`src/rtl/sp_ram_ctrl_if.sv`:
```
// Requester-side bus of sp_ram_ctrl: packed per-requester request slices plus
// one-hot grant/response and a shared registered read-data return.
interface sp_ram_ctrl_if #(
  parameter int unsigned NUM_REQ    = 2,
  parameter int unsigned ADDR_WIDTH = 8,
  parameter int unsigned DATA_WIDTH = 32
) ();

  logic [NUM_REQ-1:0]              req;
  logic [NUM_REQ*ADDR_WIDTH-1:0]   addr;
  logic [NUM_REQ-1:0]              we;
  logic [NUM_REQ*DATA_WIDTH/8-1:0] be;
  logic [NUM_REQ*DATA_WIDTH-1:0]   wdata;
  logic [NUM_REQ-1:0]              gnt;
  logic [NUM_REQ-1:0]              rvalid;
  logic [DATA_WIDTH-1:0]           rdata;

  modport master (
    output req, addr, we, be, wdata,
    input  gnt, rvalid, rdata
  );

  modport slave (
    input  req, addr, we, be, wdata,
    output gnt, rvalid, rdata
  );

endinterface

```
`src/rtl/sp_ram_ctrl.sv`:
```
// Round-robin controller sharing one single-port RAM between NUM_REQ requesters,
// with an optional zero-fill sequence after reset before the first grant.
module sp_ram_ctrl #(
  parameter int unsigned NUM_REQ    = 2,
  parameter int unsigned ADDR_WIDTH = 8,
  parameter int unsigned DATA_WIDTH = 32,
  parameter int unsigned NUM_BYTES  = 256,
  parameter bit          INIT_ZERO  = 1'b1
) (
  input  logic                    clk_i,
  input  logic                    rst_ni,
  sp_ram_ctrl_if.slave            bus_if,
  output logic                    init_done_o,
  output logic                    ram_en_o,
  output logic [ADDR_WIDTH-1:0]   ram_addr_o,
  output logic                    ram_we_o,
  output logic [DATA_WIDTH/8-1:0] ram_be_o,
  output logic [DATA_WIDTH-1:0]   ram_wdata_o,
  input  logic [DATA_WIDTH-1:0]   ram_rdata_i
);

  localparam int unsigned BeWidth = DATA_WIDTH / 8;
  localparam int unsigned Blocks  = NUM_BYTES / BeWidth;
  localparam int unsigned OffW    = $clog2(BeWidth);
  localparam int unsigned CntW    = (Blocks > 1) ? $clog2(Blocks) : 1;
  localparam int unsigned PtrW    = $clog2(NUM_REQ);

  localparam logic StInit = 1'b0;
  localparam logic StRun  = 1'b1;

  logic                  state_q, state_d;
  logic [CntW-1:0]       init_cnt_q, init_cnt_d;
  logic [PtrW-1:0]       rr_ptr_q, rr_ptr_d;
  logic [NUM_REQ-1:0]    rvalid_q, rvalid_d;
  logic [DATA_WIDTH-1:0] rdata_q, rdata_d;
  logic                  init_done_q, init_done_d;

  logic                  win_valid;
  logic [PtrW-1:0]       win_idx;
  logic [NUM_REQ-1:0]    gnt;
  logic [ADDR_WIDTH-1:0] sel_addr;
  logic                  sel_we;
  logic [BeWidth-1:0]    sel_be;
  logic [DATA_WIDTH-1:0] sel_wdata;
  logic                  ram_en, ram_we;

  // Round-robin search starting at rr_ptr_q, then mux the winner's payload.
  always_comb begin
    int unsigned     cand;
    logic [PtrW-1:0] cand_idx;
    win_valid = 1'b0;
    win_idx   = '0;
    for (int unsigned i = 0; i < NUM_REQ; i++) begin
      cand     = (32'(rr_ptr_q) + i) % NUM_REQ;
      cand_idx = PtrW'(cand);
      if (!win_valid && bus_if.req[cand_idx]) begin
        win_valid = 1'b1;
        win_idx   = cand_idx;
      end
    end

    sel_addr  = '0;
    sel_we    = 1'b0;
    sel_be    = '0;
    sel_wdata = '0;
    gnt       = '0;
    for (int k = 0; k < NUM_REQ; k++) begin
      if (win_idx == PtrW'(k)) begin
        sel_addr  = bus_if.addr[k*ADDR_WIDTH +: ADDR_WIDTH];
        sel_we    = bus_if.we[k];
        sel_be    = bus_if.be[k*BeWidth +: BeWidth];
        sel_wdata = bus_if.wdata[k*DATA_WIDTH +: DATA_WIDTH];
        gnt[k]    = rst_ni && (state_q == StRun) && win_valid;
      end
    end
  end

  always_comb begin
    state_d     = state_q;
    init_cnt_d  = init_cnt_q;
    rr_ptr_d    = rr_ptr_q;
    rvalid_d    = '0;
    rdata_d     = rdata_q;
    ram_en      = 1'b0;
    ram_we      = 1'b0;
    ram_addr_o  = sel_addr;
    ram_be_o    = sel_be;
    ram_wdata_o = sel_wdata;

    if (state_q == StInit) begin
      ram_en      = 1'b1;
      ram_we      = 1'b1;
      ram_addr_o  = ADDR_WIDTH'(init_cnt_q) << OffW;
      ram_be_o    = '1;
      ram_wdata_o = '0;
      init_cnt_d  = init_cnt_q + 1'b1;
      if (init_cnt_q == CntW'(Blocks - 1)) begin
        state_d = StRun;
      end
    end else if (win_valid) begin
      ram_en   = 1'b1;
      ram_we   = sel_we;
      rvalid_d = gnt;
      rdata_d  = sel_we ? '0 : ram_rdata_i;
      rr_ptr_d = (win_idx == PtrW'(NUM_REQ - 1)) ? '0 : win_idx + 1'b1;
    end

    init_done_d = (state_d == StRun);
  end

  always_ff @(posedge clk_i) begin
    if (!rst_ni) begin
      state_q     <= INIT_ZERO ? StInit : StRun;
      init_cnt_q  <= '0;
      rr_ptr_q    <= '0;
      rvalid_q    <= '0;
      rdata_q     <= '0;
      init_done_q <= 1'b0;
    end else begin
      state_q     <= state_d;
      init_cnt_q  <= init_cnt_d;
      rr_ptr_q    <= rr_ptr_d;
      rvalid_q    <= rvalid_d;
      rdata_q     <= rdata_d;
      init_done_q <= init_done_d;
    end
  end

  // RAM strobes and grants are forced low for the whole reset cycle.
  assign ram_en_o      = rst_ni & ram_en;
  assign ram_we_o      = rst_ni & ram_we;
  assign bus_if.gnt    = gnt;
  assign bus_if.rvalid = rvalid_q;
  assign bus_if.rdata  = rdata_q;
  assign init_done_o   = init_done_q;

endmodule

```
`src/flat_wrapper.sv`:
```
// flat-port wrapper written by rule: the top's interface ports become plain ports
module sp_ram_ctrl_flat 
#(
  parameter int unsigned NUM_REQ    = 2,
  parameter int unsigned ADDR_WIDTH = 8,
  parameter int unsigned DATA_WIDTH = 32,
  parameter int unsigned NUM_BYTES  = 256,
  parameter bit          INIT_ZERO  = 1'b1
)
  (clk_i, rst_ni, init_done_o, ram_en_o, ram_addr_o, ram_we_o, ram_be_o, ram_wdata_o, ram_rdata_i, bus_if_req, bus_if_addr, bus_if_we, bus_if_be, bus_if_wdata, bus_if_gnt, bus_if_rvalid, bus_if_rdata);
  sp_ram_ctrl_if #(.NUM_REQ(NUM_REQ), .ADDR_WIDTH(ADDR_WIDTH), .DATA_WIDTH(DATA_WIDTH)) bus_if_i ();
  input  logic clk_i;
  input  logic rst_ni;
  output logic init_done_o;
  output logic ram_en_o;
  output logic [ADDR_WIDTH-1:0] ram_addr_o;
  output logic ram_we_o;
  output logic [DATA_WIDTH/8-1:0] ram_be_o;
  output logic [DATA_WIDTH-1:0] ram_wdata_o;
  input  logic [DATA_WIDTH-1:0] ram_rdata_i;
  input wire logic [$bits(bus_if_i.req)-1:0] bus_if_req;
  input wire logic [$bits(bus_if_i.addr)-1:0] bus_if_addr;
  input wire logic [$bits(bus_if_i.we)-1:0] bus_if_we;
  input wire logic [$bits(bus_if_i.be)-1:0] bus_if_be;
  input wire logic [$bits(bus_if_i.wdata)-1:0] bus_if_wdata;
  output wire logic [$bits(bus_if_i.gnt)-1:0] bus_if_gnt;
  output wire logic [$bits(bus_if_i.rvalid)-1:0] bus_if_rvalid;
  output wire logic [$bits(bus_if_i.rdata)-1:0] bus_if_rdata;
  assign bus_if_i.req = bus_if_req;
  assign bus_if_i.addr = bus_if_addr;
  assign bus_if_i.we = bus_if_we;
  assign bus_if_i.be = bus_if_be;
  assign bus_if_i.wdata = bus_if_wdata;
  assign bus_if_gnt = bus_if_i.gnt;
  assign bus_if_rvalid = bus_if_i.rvalid;
  assign bus_if_rdata = bus_if_i.rdata;
  sp_ram_ctrl #(.NUM_REQ(NUM_REQ), .ADDR_WIDTH(ADDR_WIDTH), .DATA_WIDTH(DATA_WIDTH), .NUM_BYTES(NUM_BYTES), .INIT_ZERO(INIT_ZERO)) u_core (.clk_i(clk_i), .rst_ni(rst_ni), .bus_if(bus_if_i), .init_done_o(init_done_o), .ram_en_o(ram_en_o), .ram_addr_o(ram_addr_o), .ram_we_o(ram_we_o), .ram_be_o(ram_be_o), .ram_wdata_o(ram_wdata_o), .ram_rdata_i(ram_rdata_i));
endmodule
```
`config.mk`:
```
export PLATFORM = sky130hd
export DESIGN_NAME = sp_ram_ctrl_flat
export DESIGN_NICKNAME = d
export VERILOG_FILES = /design/src/rtl/sp_ram_ctrl_if.sv /design/src/rtl/sp_ram_ctrl.sv /design/src/flat_wrapper.sv
export SDC_FILE = /design/constraint.sdc
export NUM_CORES = 1
export LEC_CHECK = 0
export CORE_MARGIN = 2
export CORE_UTILIZATION = 30
export CTS_CLUSTER_DIAMETER = 120
export DETAILED_ROUTE_END_ITERATION = 10
export PLACE_DENSITY = 0.73
export SLEW_MARGIN = 25
export SYNTH_ARGS = -nofsm -noshare
export SYNTH_HDL_FRONTEND = slang
export SYNTH_SLANG_ARGS = --single-unit
```
`constraint.sdc`:
```
create_clock -name clk_i -period 1.3 [get_ports clk_i]
set_clock_uncertainty 0.15 [all_clocks]
set_input_delay 0.26 -clock clk_i [delete_from_list [all_inputs] [get_ports clk_i]]
set_output_delay 0.26 -clock clk_i [all_outputs]
set_load 0.01 [all_outputs]
```
### Word level (Yosys, flattened, before mapping)

Index checks and enable logic that the tools add are counted.

* add/subtract/negate cells: 3
* magnitude comparators: 2
* equality and inequality tests: 1
* mux-type cells: 25
* bitwise logic cells: 2
* reductions and logical operators: 6

Operators with widths (number)
* 2-to-1 mux 32 bit: 3
* 2-to-1 mux 1 bit: 18
* 2-to-1 mux 8 bit: 2
* 2-to-1 mux 4 bit: 2
* adder 6 x 1 -> 6 bit, second input constant: 1
* equality test 6 bit, second input constant: 1
* < comparator 1 x 2 -> 1 bit, second input constant: 2
* logical AND 1 bit: 3
* AND reduction 3 bit: 1
* adder 1 bit, second input constant: 2
* AND 1 bit: 2
* AND reduction 2 bit: 1
* logical NOT 1 bit: 1

* register bits after elaboration: 42
* input port bits: 126
* output and inout port bits: 83
* word-level logic and storage cells: 44

### Longest topological paths before layout

Gate-level depths: netlist of run 1.

* depth in word-level cells: 10
* depth in mapped cells: 7

### Worst setup path before layout of run 1

Ideal clock, no wire load.

* kind: flip-flop to output port
* from: reg u_core.state_q
* to: out bus_if_gnt[0]
* arrival time: 1.164 ns
* path slack: -0.274 ns
* cell stages (with the launch flop): 7
* path buffers: 4
* cells stage by stage: dfxtp_1 buf_4 and2_1 buf_2 buf_6 buf_6 and2_1

* word-level cells in the longest chain between the ends: 3

RTL lines
* start, declared: line sp_ram_ctrl.sv:31 `logic state_q, state_d;`
* start signal, assigned: line sp_ram_ctrl.sv:113 `state_q <= INIT_ZERO ? StInit : StRun;`
* start signal, assigned: line sp_ram_ctrl.sv:120 `state_q <= state_d;`
* logical AND 1 bit (2 in a row): line sp_ram_ctrl.sv:73 `gnt[k] = rst_ni && (state_q == StRun) && win_valid;`
* 2-to-1 mux 1 bit: line sp_ram_ctrl.sv:68 `if (win_idx == PtrW'(k)) begin`
* end, declared: line flat_wrapper.sv:26 `output wire logic [$bits(bus_if_i.gnt)-1:0] bus_if_gnt;`

No other way between the ends.

### Final worst setup path of run 1

* from: reg u_core.rr_ptr_q
* to: out ram_addr_o[2]

* word-level cells in the longest chain between the ends: 8

RTL lines
* start, declared: line sp_ram_ctrl.sv:33 `logic [PtrW-1:0] rr_ptr_q, rr_ptr_d;`
* start signal, assigned: line sp_ram_ctrl.sv:122 `rr_ptr_q <= rr_ptr_d;`
* 2-to-1 mux 1 bit (not written as such) (2 in a row): line sp_ram_ctrl.sv:56 `if (!win_valid && bus_if.req[cand_idx]) begin`
* 2-to-1 mux 1 bit: line sp_ram_ctrl.sv:56
* logical NOT 1 bit: line sp_ram_ctrl.sv:56
* logical AND 1 bit: line sp_ram_ctrl.sv:56
* 2-to-1 mux 1 bit (*): line sp_ram_ctrl.sv:56
* 2-to-1 mux 8 bit (*): line sp_ram_ctrl.sv:68
* 2-to-1 mux 8 bit (*): line sp_ram_ctrl.sv:90 `if (state_q == StInit) begin`
* end, declared: line flat_wrapper.sv:16 `output logic [ADDR_WIDTH-1:0] ram_addr_o;`

Every way passes the cells marked *; elsewhere a longest branch is shown, timed or not. The select of a mux whose other input is x is not followed.

==> key figures, run 1 <==
CTS
  • Cts bufs inserted: 5
  • Clk Latency, worst-skew pair: around 290 ps
  • Clock tree sinks: 42
  • Root buf cell: clkbuf_8
  • Max clock buf depth: 2
  • Clk pin slew, worst setup/hold paths: 90 ps
  • CTS tree: yes
  • CTS H-tree depth: 2

Yosys
  • EDFF count, synth: 0
  • Yosys Warn Count: 0
  • Post-synthesis mux area share: 0.00332
  • Synth Flop Type: dfxtp_1
  • Syn Nets: 528
  • Largest family of logic cells by synthesized area: simple AND/OR/NAND/NOR gates
  • Area leader, netlist: dfxtp_1
  • Post-synthesis sequential area ratio: 0.279
  • Simple-gate share of the synthesized area: 0.362
  • Post-synthesis compound-gate area fraction: 0.249
  • Yosys cell types: 35
  • Syn avg cell area: approximately 7.5 um^2
  • Synth async-reset ratio: 0
  • Synth top area cells: dfxtp_1 28%, nand3_1 13%, nand4b_1 9.6%
  • Area fraction of the dominant cell type after synthesis: 0.279
  • Cells after Synth: between 400 and 500
  • Synth Area in Adders: 0.00415
  • Mapped cell area: around 0.003 mm^2
  • Post-synthesis xor/xnor area fraction: 0.00872
  • Synthesized flop and latch total: 42

Timing
  • Fin Setup TNS: -38760 ps
  • Final Cycle Share: 1.48
  • Max-slew headroom: 0.726
  • Actual slew at the worst max-slew pin: approximately 410 ps
  • Setup ws final: -622 ps
  • Max Transition Viols Final: 0
  • Final Hold Fails: 0
  • Max Clk Rate: 520 MHz
  • Unrepaired setup endpoints after global routing: yes
  • Fin crit period: about 1900 ps
  • Final setup viols: 85

Die
  • CORE AREA: approximately 0.01 mm^2
  • DIE WIDTH: 104 um
  • FP Rows: 36
  • Die Y: 104 um
  • Initial Util: 0.308
  • Top-Level Pins: 209
  • DIE AREA: 0.0109 mm^2

Outcome
  • Status: complete, but fails checks
  • Failing checks: setup timing

Power and ir drop
  • PwrDens: roughly 530 mW/mm^2
  • Leak Pwr: ~2.3 nW
  • Max VDD drop: ~0.45 mV

Flow run
  • Max-cap violation count: 0

Drt
  • Drt first-iter violations: about 140
  • Via count: approximately 4200
  • Routed wire length: roughly 15000 um
  • Via/cell ratio: between 5 and 6
  • Total iterations of the first detailed-routing run: 4
  • Routed wire per std cell: slightly below 20 um
  • Drc violations: 0
  • Remaining antenna violation count after routing: 0

Critical path
  • CP Data Required Time: 890 ps
  • Slowest cell on the critical path: dfxtp_4
  • Crit start category: register
  • Kind of critical path: reg2out
  • Critical-path cell list: nand2b_4, buf_6, buf_12, nand3_4, a31oi_4, buf_2
  • CP endpoint kind: output pin
  • Worst path max stage delay: 370 ps
  • Critical path arrival: between 1500 and 2000 ps
  • Crit-path max FO: 8

Layout
  • Total Nets Final: 756
  • Final instance area: between 0.006 and 0.007 mm^2
  • Antenna diodes: 0
  • Area growth syn-to-layout: 115%
  • Layout cell share with drive strength beyond 1: 0.476

Global routing
  • Total congestion overflow: 0
  • Number of global-route vias before repair: between 4000 and 5000
  • Routing usage on met2: 0.437
  • All-Layer GR Usage: 0.249
  • Initial antenna violation count: 0
  • Met1 usage: 0.297
  • Global-route track usage on met3: 0.0689
  • Gr busiest metal: met2
  • First-pass GRT wire length: 22300 um
  • Largest net degree at the start of global routing: 38

Placed design
  • Final GP Congestion: approximately 0.84
  • IO buf count: 208
  • Hpwl dp: ~9000 um
  • Cell Area, Placed: 0.00581 mm^2

Worst hold path
  • Hold WC Path Type: in2reg
[worst paths after layout]
path,slack [ps],startpoint,depth (start not counted),end
max,-620,u_core.rr_ptr_q,6,ram_addr_o[2]
min,280,bus_if_req[1],3,u_core.bus_if.rvalid[1]
max reg2reg,-390,u_core.rr_ptr_q,9,u_core.bus_if.rdata[7]
min reg2reg,340,u_core.bus_if.rdata[15],2,u_core.bus_if.rdata[15]
[cell usage in the layout, fill, tap and decap left out, types with 3 or more instances in the layout]
cell and count:
a31oi_4 6, clkdlybuf4s15_2 8, dfxtp_2 19, dfxtp_1 21
buf_6 21, clkdlybuf4s50_1 122, buf_12 12, and2_1 5
clkbuf_8 6, clkbuf_2 11, o21ai_2 16, buf_4 29
buf_16 7, nand3_2 37, nor2_1 7, nand3b_1 32
clkbuf_16 4, buf_2 53, o211ai_1 32, nand4b_1 33
nand3_1 38, xnor2_1 3, buf_8 5, o21ai_1 19
o21ai_4 10, a21oi_2 34, nand3_4 6
[layer usage]
metal	routed length, um	up-vias
li1	-	1984
met1	5930	2017
met5	0	-
met3	971	32
met4	346	0
met2	7430	162
[synthesized netlist by cell type, types with 2 or more instances]
| cell | count |
|---|---|
| buf_4 | 4 |
| buf_6 | 3 |
| o21a_1 | 2 |
| o211ai_1 | 32 |
| dfxtp_1 | 42 |
| nand4b_1 | 33 |
| xnor2_1 | 3 |
| nand2_1 | 3 |
| buf_2 | 24 |
| and3_1 | 2 |
| o21ai_1 | 36 |
| and2_1 | 7 |
| clkbuf_1 | 20 |
| nor2b_1 | 3 |
| a21oi_1 | 34 |
| o21ai_0 | 9 |
| a31oi_1 | 6 |
| nand3b_1 | 32 |
| clkbuf_2 | 3 |
| nand2b_1 | 2 |
| nor2_1 | 7 |
| nand3_1 | 81 |
[area by class of cell]
class	instances	area (um^2)
Clock buffer	7	86.3
Tap cell	133	166
Inverter	2	10.0
Multi-Input combinational cell	303	2600
Fill cell	787	3310
Timing Repair Buffer	275	2720
Clock inverter	1	8.76
Sequential cell	42	872
[registers in the layout, indices dropped and copies added (netlist names)]
name / flops
u_core.init_cnt_q: 6
u_core.bus_if.rvalid: 2
u_core.bus_if.rdata: 32
u_core.rr_ptr_q: 1
u_core.state_q: 1
[cells by family (layout without fill, tap and decap cells)]
family	count (synthesis)	count (layout)
AND/OR/NAND/NOR	172	172
buffers and inverters	56	285
adder cells (fa/ha/maj)	1	1
XOR/XNOR	3	3
flip-flops	42	42
AO/OA/AOI/OAI	126	126
multiplexers	1	1
[metrics by stage]
step,hold slack [ps],total power [mW],setup WS (ps),util,std cells
after floorplan,289,1.72,-186,-,401
after CTS,278,3.30,-634,0.637,758
after global placement,330,2.23,-1120,0.594,730
after detailed placement,338,2.25,-1160,0.594,730
after global routing,280,3.58,-685,0.661,763
final,280,3.44,-622,0.661,763
[critical path, delay by kind of cell (launching register included)]
| family | cells | cell delay, ps |
|---|---|---|
| compound gates | 1 | 160 |
| buf+inv | 3 | 430 |
| flops | 1 | 370 |
| simple gates | 2 | 260 |
[repair_timing]
| item | in CTS | in global routing |
|---|---|---|
| setup endpoints to repair | 121 | 120 |
| pin swaps | 36 | 42 |
| setup buffers | 13 | 5 |
| hold buffers | 0 | 0 |
| resized for setup | 349 | 99 |
| cloned | 8 | 4 |
[report_power, final]
group	switching [mW]	leakage [nW]	internal [mW]
sequential	0.00401	0.350	1.29
clock	0.490	0.0489	0.440
combinational	0.519	1.91	0.697
Note: power is estimated with default switching activity, not from simulation.
==> inputs of run 2 (changes only) <==
Settings changed: ABC_AREA from default to 1, CORE_UTILIZATION 30 to 28, PLACE_DENSITY 0.73 to 0.77.
==> key figures, run 2 <==
Outcome
  • Status: complete, but fails checks (unchanged)
  • Failing checks: setup timing (unchanged)

Layout
  • Most frequent cells in the layout: 122 x clkdlybuf4s50_1, 59 x nand2_1, 48 x buf_2 (was 122 x clkdlybuf4s50_1, 53 x buf_2, 38 x nand3_1)
  • Total Nets Final: 730 (was 756)
  • Area growth syn-to-layout: 150% (was 115%)
  • Final instance area: 0.00569 mm^2 (was 0.00646 mm^2)
  • Final Core Density: 0.729 (was 0.661)
  • Layout cell share with drive strength beyond 1: 0.500 (was 0.476)
  • Antenna diodes: 0 (unchanged)
  • Fill cells: 574 (was 787)
  • Commonest non-fill, non-tap cell in the layout: clkdlybuf4s50_1 (unchanged)
  • Number of flip-flops in the largest register: 32 (unchanged)

Drt
  • Via/cell ratio: 4.85 (was 5.50)
  • Routed wire length: 12000 um (was 14700 um)
  • Remaining antenna violation count after routing: 0 (unchanged)
  • Routed wire per std cell: 17.0 um (was 19.2 um)
  • Via count: 3425 (was 4195)
  • Drc violations: 0 (unchanged)
  • Drt first-iter violations: 170 (was 141)
  • Total iterations of the first detailed-routing run: 4 (unchanged)

Global routing
  • Number of global-route vias before repair: 3419 (was 4232)
  • Initial antenna violation count: 0 (unchanged)
  • All-Layer GR Usage: 0.249 (about the same)
  • Total congestion overflow: 0 (unchanged)
  • Largest net degree at the start of global routing: 31 (was 38)
  • First-pass GRT wire length: 17300 um (was 22300 um)

CTS
  • Root buf cell: clkbuf_8 (unchanged)
  • CTS tree: yes (unchanged)
  • Clk Latency, worst-skew pair: 310 ps (was 290 ps)
  • Cts bufs inserted: 5 (unchanged)
  • Max clock buf depth: 2 (unchanged)
  • Clock tree sinks: 42 (unchanged)
  • CTS H-tree depth: 2 (unchanged)
  • Clk pin slew, worst setup/hold paths: 80 ps (was 90 ps)

Critical path
  • Slowest cell on the critical path: dfxtp_2 (was dfxtp_4)
  • CP Data Required Time: 890 ps (about the same)
  • Worst path max stage delay: 340 ps (was 370 ps)
  • Critical path arrival: 1520 ps (was 1510 ps)
  • Crit-path max FO: 6 (was 8)
  • CP endpoint kind: output pin (unchanged)
  • Kind of critical path: reg2out (unchanged)
  • Critical-path cell list: inv_2, nand2_4, nand2_8, buf_12, buf_16, o21ai_4, o22ai_1, buf_2 (was nand2b_4, buf_6, buf_12, nand3_4, a31oi_4, buf_2)
  • Crit start category: register (unchanged)

Placed design
  • IO buf count: 208 (unchanged)
  • Cell Area, Placed: 0.00472 mm^2 (was 0.00581 mm^2)
  • Hpwl dp: 7540 um (was 9280 um)
  • Final GP Congestion: 0.808 (was 0.836)

Timing
  • Final Hold Fails: 0 (unchanged)
  • Unrepaired setup endpoints after global routing: yes (unchanged)
  • Final setup viols: 84 (was 85)
  • Max Clk Rate: 518 MHz (was 520 MHz)
  • Fin Setup TNS: -32280 ps (was -38760 ps)
  • Actual slew at the worst max-slew pin: 247 ps (was 411 ps)
  • Fin crit period: 1930 ps (was 1920 ps)
  • Setup ws final: -632 ps (was -622 ps)
  • Max-slew headroom: 0.835 (was 0.726)
  • Max Transition Viols Final: 0 (unchanged)
  • Final Cycle Share: 1.49 (was 1.48)

Worst hold path
  • Hold WC Path Type: reg2reg (was in2reg)

Power and ir drop
  • Max VDD drop: 0.653 mV (was 0.453 mV)
  • PwrDens: 554 mW/mm^2 (was 532 mW/mm^2)
  • Sw frac: 0.281 (was 0.295)
  • Clock share of power: 0.274 (was 0.270)
  • Sequential share of power: 0.412 (was 0.376)
  • Pint: 2.26 mW (was 2.43 mW)
  • Overall Power: 3.15 mW (was 3.44 mW)
  • Logic pwr share: 0.314 (was 0.354)
  • Leak Pwr: 2.35 nW (was 2.30 nW)
  • Psw: 0.886 mW (was 1.01 mW)

Yosys
  • Post-synthesis sequential area ratio: 0.370 (was 0.279)
  • Yosys Warn Count: 0 (unchanged)
  • EDFF count, synth: 0 (unchanged)
  • Commonest cells post-synth: 84 x nor2_1, 71 x nand2_1, 42 x dfxtp_1, 42 x o21ai_0, 26 x nand3_1 (was 81 x nand3_1, 42 x dfxtp_1, 36 x o21ai_1)
  • Mapped cell area: 0.00227 mm^2 (was 0.00301 mm^2)
  • Count leader, synth: nor2_1 (was nand3_1)
  • Cells after Synth: 354 (was 401)
  • Area fraction of the dominant cell type after synthesis: 0.370 (was 0.279)
  • Synth async-reset ratio: 0 (unchanged)
  • Syn avg cell area: 6.43 um^2 (was 7.51 um^2)
  • Synthesized flop and latch total: 42 (unchanged)
  • Synth Flop Type: dfxtp_1 (unchanged)
  • Synth top area cells: dfxtp_1 37%, nor2_1 14%, nand2_1 12% (was dfxtp_1 28%, nand3_1 13%, nand4b_1 9.6%)
  • Area leader, netlist: dfxtp_1 (unchanged)
  • Yosys cell types: 21 (was 35)
  • Syn Nets: 481 (was 528)

Die
  • DIE WIDTH: 94.1 um (was 104 um)
  • Top-Level Pins: 209 (unchanged)
  • FP Rows: 32 (was 36)
  • CORE AREA: 0.00781 mm^2 (was 0.00977 mm^2)
  • Die Y: 94.1 um (was 104 um)
  • Initial Util: 0.291 (was 0.308)
  • DIE AREA: 0.00886 mm^2 (was 0.0109 mm^2)

Flow run
  • Max-cap violation count: 0 (unchanged)
## run 2: path summary, 6_finish.rpt
kind         cells past startpoint  slack (ps)                 endpoint                     from
min                              2         300  u_core.bus_if.rdata[18]  u_core.bus_if.rdata[18]
max                              8        -630            ram_addr_o[3]          u_core.rr_ptr_q
max reg2reg                     11        -260  u_core.bus_if.rdata[16]          u_core.rr_ptr_q
min reg2reg                      2         300  u_core.bus_if.rdata[18]  u_core.bus_if.rdata[18]
## run 2: per-stage QoR
step	cells	setup WS (ps)	hold slack (ps)
final	706	-632	303
after global placement	669	-1060	286
after global routing	706	-692	326
after CTS	700	-628	307
after floorplan	354	-127	241
after detailed placement	669	-1100	293
## run 2: per-layer routing
layer  global-route usage  wire [um]
met1                0.269       4470
met2                0.484       6470
met3               0.0441        823
met4               0.0797        248
met5                    0          0
## run 2: power groups by stage
stage / combinational (mW) / clock, mW / sequential (mW)
final: 0.990 / 0.862 / 1.30
after global routing: 1.03 / 0.925 / 1.30
after CTS: 0.924 / 0.878 / 1.30
after detailed placement: 0.675 / 0 / 1.33
after global placement: 0.667 / 0 / 1.33
after floorplan: 0.204 / 0 / 1.33
## run 2: final cells by class
class / count / area (um^2) / area share
inverter: 13 / 83.8 / 0.0147
timing repair buffer: 265 / 2650 / 0.466
sequential: 42 / 868 / 0.153
timing repair inverter: 2 / 22.5 / 0.00396
tap: 102 / 128 / 0.0224
multi-input combinational: 274 / 1850 / 0.325
clock inverter: 3 / 18.8 / 0.00330
clock buffer: 5 / 68.8 / 0.0121
## run 2: critical path: cells and delay by family (launching register included)
family | cells | cell delay (ps)
AO/OA/AOI/OAI | 2 | 200
flip-flops | 1 | 340
buffers and inverters | 4 | 500
AND/OR/NAND/NOR | 2 | 180
## run 2: logic make-up (layout without fill, tap and decap cells)
kind of cell | count (synthesis) | in the layout | synth area share
adders and majority gates | 1 | 1 | 0.00550
DFF | 42 | 42 | 0.370
buffers and inverters | 38 | 288 | 0.0847
and+or+nand+nor | 203 | 203 | 0.384
AOI/OAI and AO/OA | 70 | 70 | 0.156
## run 2: timing repair
item | 4_1_cts | 5_1_grt
endpoints found under the setup margin | 120 | 112
hold buffers | 0 | 0
pin swaps | 15 | 21
setup buffers | 12 | 9
resized for setup | 447 | 79
gates cloned | 12 | 1
